<file path="src/rtl/axis_line_fifo.sv">
// axis_line_fifo: AXI-Stream pixel FIFO with first-word fall-through output,
// fill level reporting, optional whole-line release (packet mode) and an
// input-side line-structure checker that flags short/long lines and
// start-of-frame markers that arrive mid-line.
module axis_line_fifo #(
  parameter int C_AXIS_TDATA_WIDTH = 32,
  parameter int C_AXIS_FIFO_DEPTH  = 16,
  parameter int PACKET_MODE        = 0,
  parameter int IMG_WIDTH          = 8
) (
  input  logic                              clk,
  input  logic                              reset,
  output logic                              s00_axis_tready,
  input  logic [C_AXIS_TDATA_WIDTH-1:0]     s00_axis_tdata,
  input  logic [C_AXIS_TDATA_WIDTH/8-1:0]   s00_axis_tstrb,
  input  logic                              s00_axis_tlast,
  input  logic                              s00_axis_tuser,
  input  logic                              s00_axis_tvalid,
  output logic                              m00_axis_tvalid,
  output logic [C_AXIS_TDATA_WIDTH-1:0]     m00_axis_tdata,
  output logic [C_AXIS_TDATA_WIDTH/8-1:0]   m00_axis_tstrb,
  output logic                              m00_axis_tlast,
  output logic                              m00_axis_tuser,
  input  logic                              m00_axis_tready,
  output logic [$clog2(C_AXIS_FIFO_DEPTH):0] fill_level,
  output logic                              line_len_err,
  output logic                              sof_err
);

  localparam int SW = C_AXIS_TDATA_WIDTH / 8;
  localparam int AW = $clog2(C_AXIS_FIFO_DEPTH);
  localparam int LW = AW + 1;
  localparam int EW = C_AXIS_TDATA_WIDTH + SW + 2;
  localparam int CW = $clog2(IMG_WIDTH) + 1;
  localparam logic [LW-1:0] DEPTH_C = LW'(C_AXIS_FIFO_DEPTH);
  localparam logic [CW:0]   IMG_W_C = (CW + 1)'(IMG_WIDTH);

  // Entry layout: {tuser, tlast, tstrb, tdata}
  logic [EW-1:0] mem_q [C_AXIS_FIFO_DEPTH];

  logic [AW-1:0] wr_ptr_q, wr_ptr_d;
  logic [AW-1:0] rd_ptr_q, rd_ptr_d;
  logic [LW-1:0] fill_q, fill_d;
  logic [LW-1:0] lines_q, lines_d;
  logic [CW-1:0] cnt_q, cnt_d;
  logic          len_err_q, len_err_d;
  logic          sof_err_q, sof_err_d;
  logic          wr_en, rd_en, full, out_vld;

  assign full = (fill_q == DEPTH_C);
  assign {m00_axis_tuser, m00_axis_tlast, m00_axis_tstrb, m00_axis_tdata} = mem_q[rd_ptr_q];

  // Ready depends only on registered fill and reset, never on m00_axis_tready.
  assign s00_axis_tready = !reset && !full;
  assign m00_axis_tvalid = out_vld && !reset;
  assign wr_en           = s00_axis_tvalid && s00_axis_tready;
  assign rd_en           = m00_axis_tvalid && m00_axis_tready;

  // Status outputs read as zero for the whole time reset is held.
  assign fill_level   = reset ? '0 : fill_q;
  assign line_len_err = len_err_q && !reset;
  assign sof_err      = sof_err_q && !reset;

  // Output qualification: cut-through, or hold until a full line (or a full FIFO) is stored.
  always_comb begin
    out_vld = (fill_q != '0);
    if (PACKET_MODE != 0) begin
      out_vld = out_vld && ((lines_q != '0) || full);
    end
  end

  // Next-state for pointers, occupancy, stored-line count and the line checker.
  always_comb begin
    wr_ptr_d  = wr_ptr_q;
    rd_ptr_d  = rd_ptr_q;
    fill_d    = fill_q;
    lines_d   = lines_q;
    cnt_d     = cnt_q;
    len_err_d = 1'b0;
    sof_err_d = 1'b0;

    if (wr_en) wr_ptr_d = wr_ptr_q + AW'(1);
    if (rd_en) rd_ptr_d = rd_ptr_q + AW'(1);

    case ({wr_en, rd_en})
      2'b10:   fill_d = fill_q + LW'(1);
      2'b01:   fill_d = fill_q - LW'(1);
      default: fill_d = fill_q;
    endcase

    case ({wr_en && s00_axis_tlast, rd_en && m00_axis_tlast})
      2'b10:   lines_d = lines_q + LW'(1);
      2'b01:   lines_d = lines_q - LW'(1);
      default: lines_d = lines_q;
    endcase

    // Checker looks at accepted beats only; the count before this beat is what matters.
    if (wr_en) begin
      sof_err_d = s00_axis_tuser && (cnt_q != '0);
      if (s00_axis_tlast) begin
        len_err_d = (({1'b0, cnt_q} + (CW + 1)'(1)) != IMG_W_C);
        cnt_d     = '0;
      end else if (cnt_q != '1) begin
        cnt_d = cnt_q + CW'(1);
      end
    end
  end

  // Control state register with synchronous reset.
  always_ff @(posedge clk) begin
    if (reset) begin
      wr_ptr_q  <= '0;
      rd_ptr_q  <= '0;
      fill_q    <= '0;
      lines_q   <= '0;
      cnt_q     <= '0;
      len_err_q <= 1'b0;
      sof_err_q <= 1'b0;
    end else begin
      wr_ptr_q  <= wr_ptr_d;
      rd_ptr_q  <= rd_ptr_d;
      fill_q    <= fill_d;
      lines_q   <= lines_d;
      cnt_q     <= cnt_d;
      len_err_q <= len_err_d;
      sof_err_q <= sof_err_d;
    end
  end

  // Storage array; contents need no reset since pointers define validity.
  always_ff @(posedge clk) begin
    if (wr_en) begin
      mem_q[wr_ptr_q] <= {s00_axis_tuser, s00_axis_tlast, s00_axis_tstrb, s00_axis_tdata};
    end
  end

endmodule

</file>
<file path="config.mk">
export PLATFORM = sky130hd
export DESIGN_NAME = axis_line_fifo
export DESIGN_NICKNAME = d
export VERILOG_FILES = /design/src/rtl/axis_line_fifo.sv
export SDC_FILE = /design/constraint.sdc
export NUM_CORES = 1
export LEC_CHECK = 0
export CORE_MARGIN = 3
export CORE_UTILIZATION = 35
export DETAILED_ROUTE_END_ITERATION = 12
export PLACE_DENSITY = 0.56
export SETUP_SLACK_MARGIN = 0.15
export SLEW_MARGIN = 20
export SYNTH_ARGS = -nofsm -noshare
export SYNTH_HDL_FRONTEND = slang
export SYNTH_SLANG_ARGS = --single-unit
</file>
<file path="constraint.sdc">
create_clock -name clk -period 5.85 [get_ports clk]
set_input_delay 1.755 -clock clk [delete_from_list [all_inputs] [get_ports clk]]
set_output_delay 1.755 -clock clk [all_outputs]
set_load 0.01 [all_outputs]
</file>
==> flow_metrics.py <==
metrics = {
    "status": {
        "outcome": "completed",
    },
    "timing": {
        "tns_ps": 0,
        "finalHoldViolCount": 0,
        "tightest_slew_ps": 840,
        "period_needed_ps": 4960,
        "rsz0062_at_grt": "no",
        "clock_skew_ps": 16.0,
        "slew_violations": 0,
        "finalSetupViolations": 0,
        "relSlewSlack_pct": 43.9,
        "finalCritPeriodShare_pct": 84.7,
        "clock.fmax_mhz": 202,
    },
    "detailed_routing": {
        "postRouteAntennaNets": 0,
        "met3_length_mm": 2.58,
        "vias_per_cell": 5.28,
        "wl_mm": 53.0,
        "highest_layer": "met5",
        "wl_per_cell_um": 24.5,
        "dr.pass1.iters": 5,
        "drc": 0,
        "vias": 11400,
        "wl_met2_mm": 25.7,
        "wl_met1_mm": 23.9,
        "drt_iter0_drc": 1022,
    },
    "worst_setup_path": {
        "reg2reg_depth": 11,
        "r2r_start": "fill_q[2]",
        "crit_path_start_kind": "primary input",
        "crit_path_end_kind": "output port",
        "reg2reg_slack_ps": 2670,
        "r2r_end": "fill_q[4]",
        "startpoint": "reset",
        "critPathArrivalTime_ps": 3200,
        "critPathKind": "primary input to output port",
        "required_ps": 4090,
        "endpoint": "fill_level[4]",
        "path_max_fanout": 11,
    },
    "logic_synthesis": {
        "synthFlopType": "edfxtp_1",
        "synth-seq-area-share_pct": 77.8,
        "synthesis.nets": 1154,
        "ys.warnings.count": 0,
        "synth-edff-count": 608,
        "synth_top_area_cell": "edfxtp_1",
        "synth-seq-cells": 631,
        "synthArstFlopShare_pct": 0,
        "syn_area_um2": 24000,
        "syn_inst": 1100,
        "ys_types": 49,
        "synth_top_area_share_pct": 75.9,
        "avgSynthCellArea_um2": 21.9,
        "yosys-top-cells-area": "edfxtp_1 (76%), mux4_2 (14%), a22oi_1 (2.4%)",
    },
    "clock_tree": {
        "cts_hold_buffers": 0,
        "htree_levels": 3,
        "cts_made_buffers": 69,
        "clk_transition_reported_paths_ps": 60,
        "clockRootBuffer": "clkbuf_16",
        "cts_setup_buffers": 0,
        "cts_sinks": 631,
        "clk-insertion-delay-late_ps": 580,
        "clock_path_buffers": 3,
        "ctsResizeCount": 0,
        "cts_tree": "yes",
    },
    "pwr": {
        "p_leak_nw": 8.77,
        "cellPowerDensity_nw_per_um2": 387,
        "fin_total_pwr_w": 0.0110,
        "peakVddDrop_mv": 0.254,
    },
    "global_route": {
        "grt.total_usage_pct": 14.9,
        "grt_max_degree": 60,
        "grt-ovfl-total": 0,
        "grt_pass1_vias": 12100,
        "antenna_found_initial": 3,
        "grt_first_pass_wirelength_mm": 78.8,
    },
    "floorplanning": {
        "die_w_um": 268,
        "die_area_um2": 71900,
        "io_pins": 89,
        "die_h_um": 268,
        "rows": 95,
        "initial_core_util_pct": 35.6,
        "core-area_um2": 67600,
    },
    "worst_hold_path": {
        "hold_path.class": "flop to flop",
    },
    "placement": {
        "hpwl_mm": 28.4,
        "place_congestion": 0.723,
        "port_buffers": 88,
    },
    "cells_and_area": {
        "area_growth_pct": 18.5,
        "fillers": 5784,
        "nNetsFinal": 1298,
        "layout-drive-gt1-share_pct": 23.7,
    },
    "job": {
        "drv_cap": 0,
    },
}
[metrics by stage]
step	worst slack [ps]	utilization [%]	area, um2	hold WS [ps]	instances
after global placement	955	39.0	26400	499	2046
final	892	42.1	28500	513	2167
after CTS	877	42.1	28500	517	2165
after global routing	814	42.1	28500	544	2165
after detailed placement	895	39.0	26400	510	2046
after floorplan	615	-	24000	477	1100
[worst max-delay path, cell delays in order]
cell             delay (ps)
clkdlybuf4s50_1         580
nor2_1                  280
clkdlybuf4s50_1         580
[metal layers]
| layer | vias to the layer above | track usage (%) |
|---|---|---|
| met5 | - | 0 |
| li1 | 4918 | - |
| met1 | 6185 | 21.0 |
| met4 | 2 | 3.95 |
| met3 | 69 | 2.69 |
| met2 | 273 | 24.2 |
[power by group]
group / internal (W) / switching, W
clock network: 0.00241 / 0.00165
registers: 0.00504 / 0.0000758
logic: 0.000990 / 0.000878
[placed cells by master, fill, tap and decap left out, drive strengths merged, types with 2 or more instances in the layout]
| cell | instances |
|---|---|
| clkdlybuf4s50 | 88 |
| edfxtp | 608 |
| dfxtp | 23 |
| o21ai | 4 |
| diode | 2 |
| bufinv | 3 |
| clkinv | 17 |
| clkbuf | 97 |
| mux2i | 2 |
| and3 | 5 |
| nand3b | 5 |
| nand2b | 8 |
| nand4 | 4 |
| xor2 | 7 |
| a21boi | 2 |
| or4 | 2 |
| inv | 10 |
| mux4 | 152 |
| o211ai | 4 |
| nand3 | 2 |
| buf | 43 |
| or2 | 2 |
| nor3 | 5 |
| a21oi | 6 |
| nand2 | 47 |
| nor2 | 32 |
| nor2b | 7 |
| a22oi | 76 |
| ha | 12 |
| xnor2 | 2 |
| nor4 | 2 |
[logic make-up after synthesis]
family / share of synthesized area, %
adders and majority gates: 0.624
muxes: 14.3
AOI/OAI and AO/OA: 3.21
xor gates and xnor gates: 0.328
buffers and inverters: 1.18
DFF: 77.8
and+or+nand+nor: 2.50
[area by class of cell]
| type | instances | area (um2) | area share (%) |
|---|---|---|---|
| timing repair buffer | 131 | 1370 | 4.80 |
| inverter | 8 | 30.0 | 0.105 |
| tap | 873 | 1090 | 3.83 |
| clock buffer | 97 | 1920 | 6.73 |
| sequential | 631 | 18700 | 65.7 |
| antenna | 2 | 5.00 | 0.0176 |
| clock inverter | 22 | 178 | 0.624 |
| multi-input combinational | 403 | 5180 | 18.2 |
[synthesized netlist by cell type, drive strengths merged (2+ instances only)]
| cell type | count |
|---|---|
| xnor2 | 2 |
| mux4 | 152 |
| a21boi | 2 |
| nand3b | 5 |
| edfxtp | 608 |
| nor4 | 2 |
| dfxtp | 23 |
| o211ai | 4 |
| or2 | 2 |
| buf | 32 |
| nor2b | 7 |
| a22oi | 76 |
| clkbuf | 26 |
| nand2 | 47 |
| and3 | 5 |
| nand4 | 4 |
| o21ai | 4 |
| nor3 | 5 |
| mux2i | 2 |
| ha | 12 |
| inv | 8 |
| nor2 | 32 |
| nand3 | 2 |
| or4 | 2 |
| xor2 | 7 |
| a21oi | 6 |
| nand2b | 8 |
[registers in the layout (all words and copies together), names as in the netlist, named ones only]
signal / cells
mem_q: 608
wr_ptr_q: 4
sof_err_q: 1
fill_q: 5
rd_ptr_q: 4
cnt_q: 4
len_err_q: 1
[worst min path at each step]
stage | depth (start not counted) | to | startpoint | slack, ps
2_1_floorplan | 2 | wr_ptr_q[1] | wr_ptr_q[1] | 480
3_3_place_gp | 2 | wr_ptr_q[1] | wr_ptr_q[1] | 500
3_5_place_dp | 2 | wr_ptr_q[1] | wr_ptr_q[1] | 510
4_1_cts | 2 | wr_ptr_q[1] | wr_ptr_q[1] | 520
5_1_grt | 2 | wr_ptr_q[1] | wr_ptr_q[1] | 540
6_report | 2 | wr_ptr_q[1] | wr_ptr_q[1] | 510
Power figures use the tool's default switching activity.
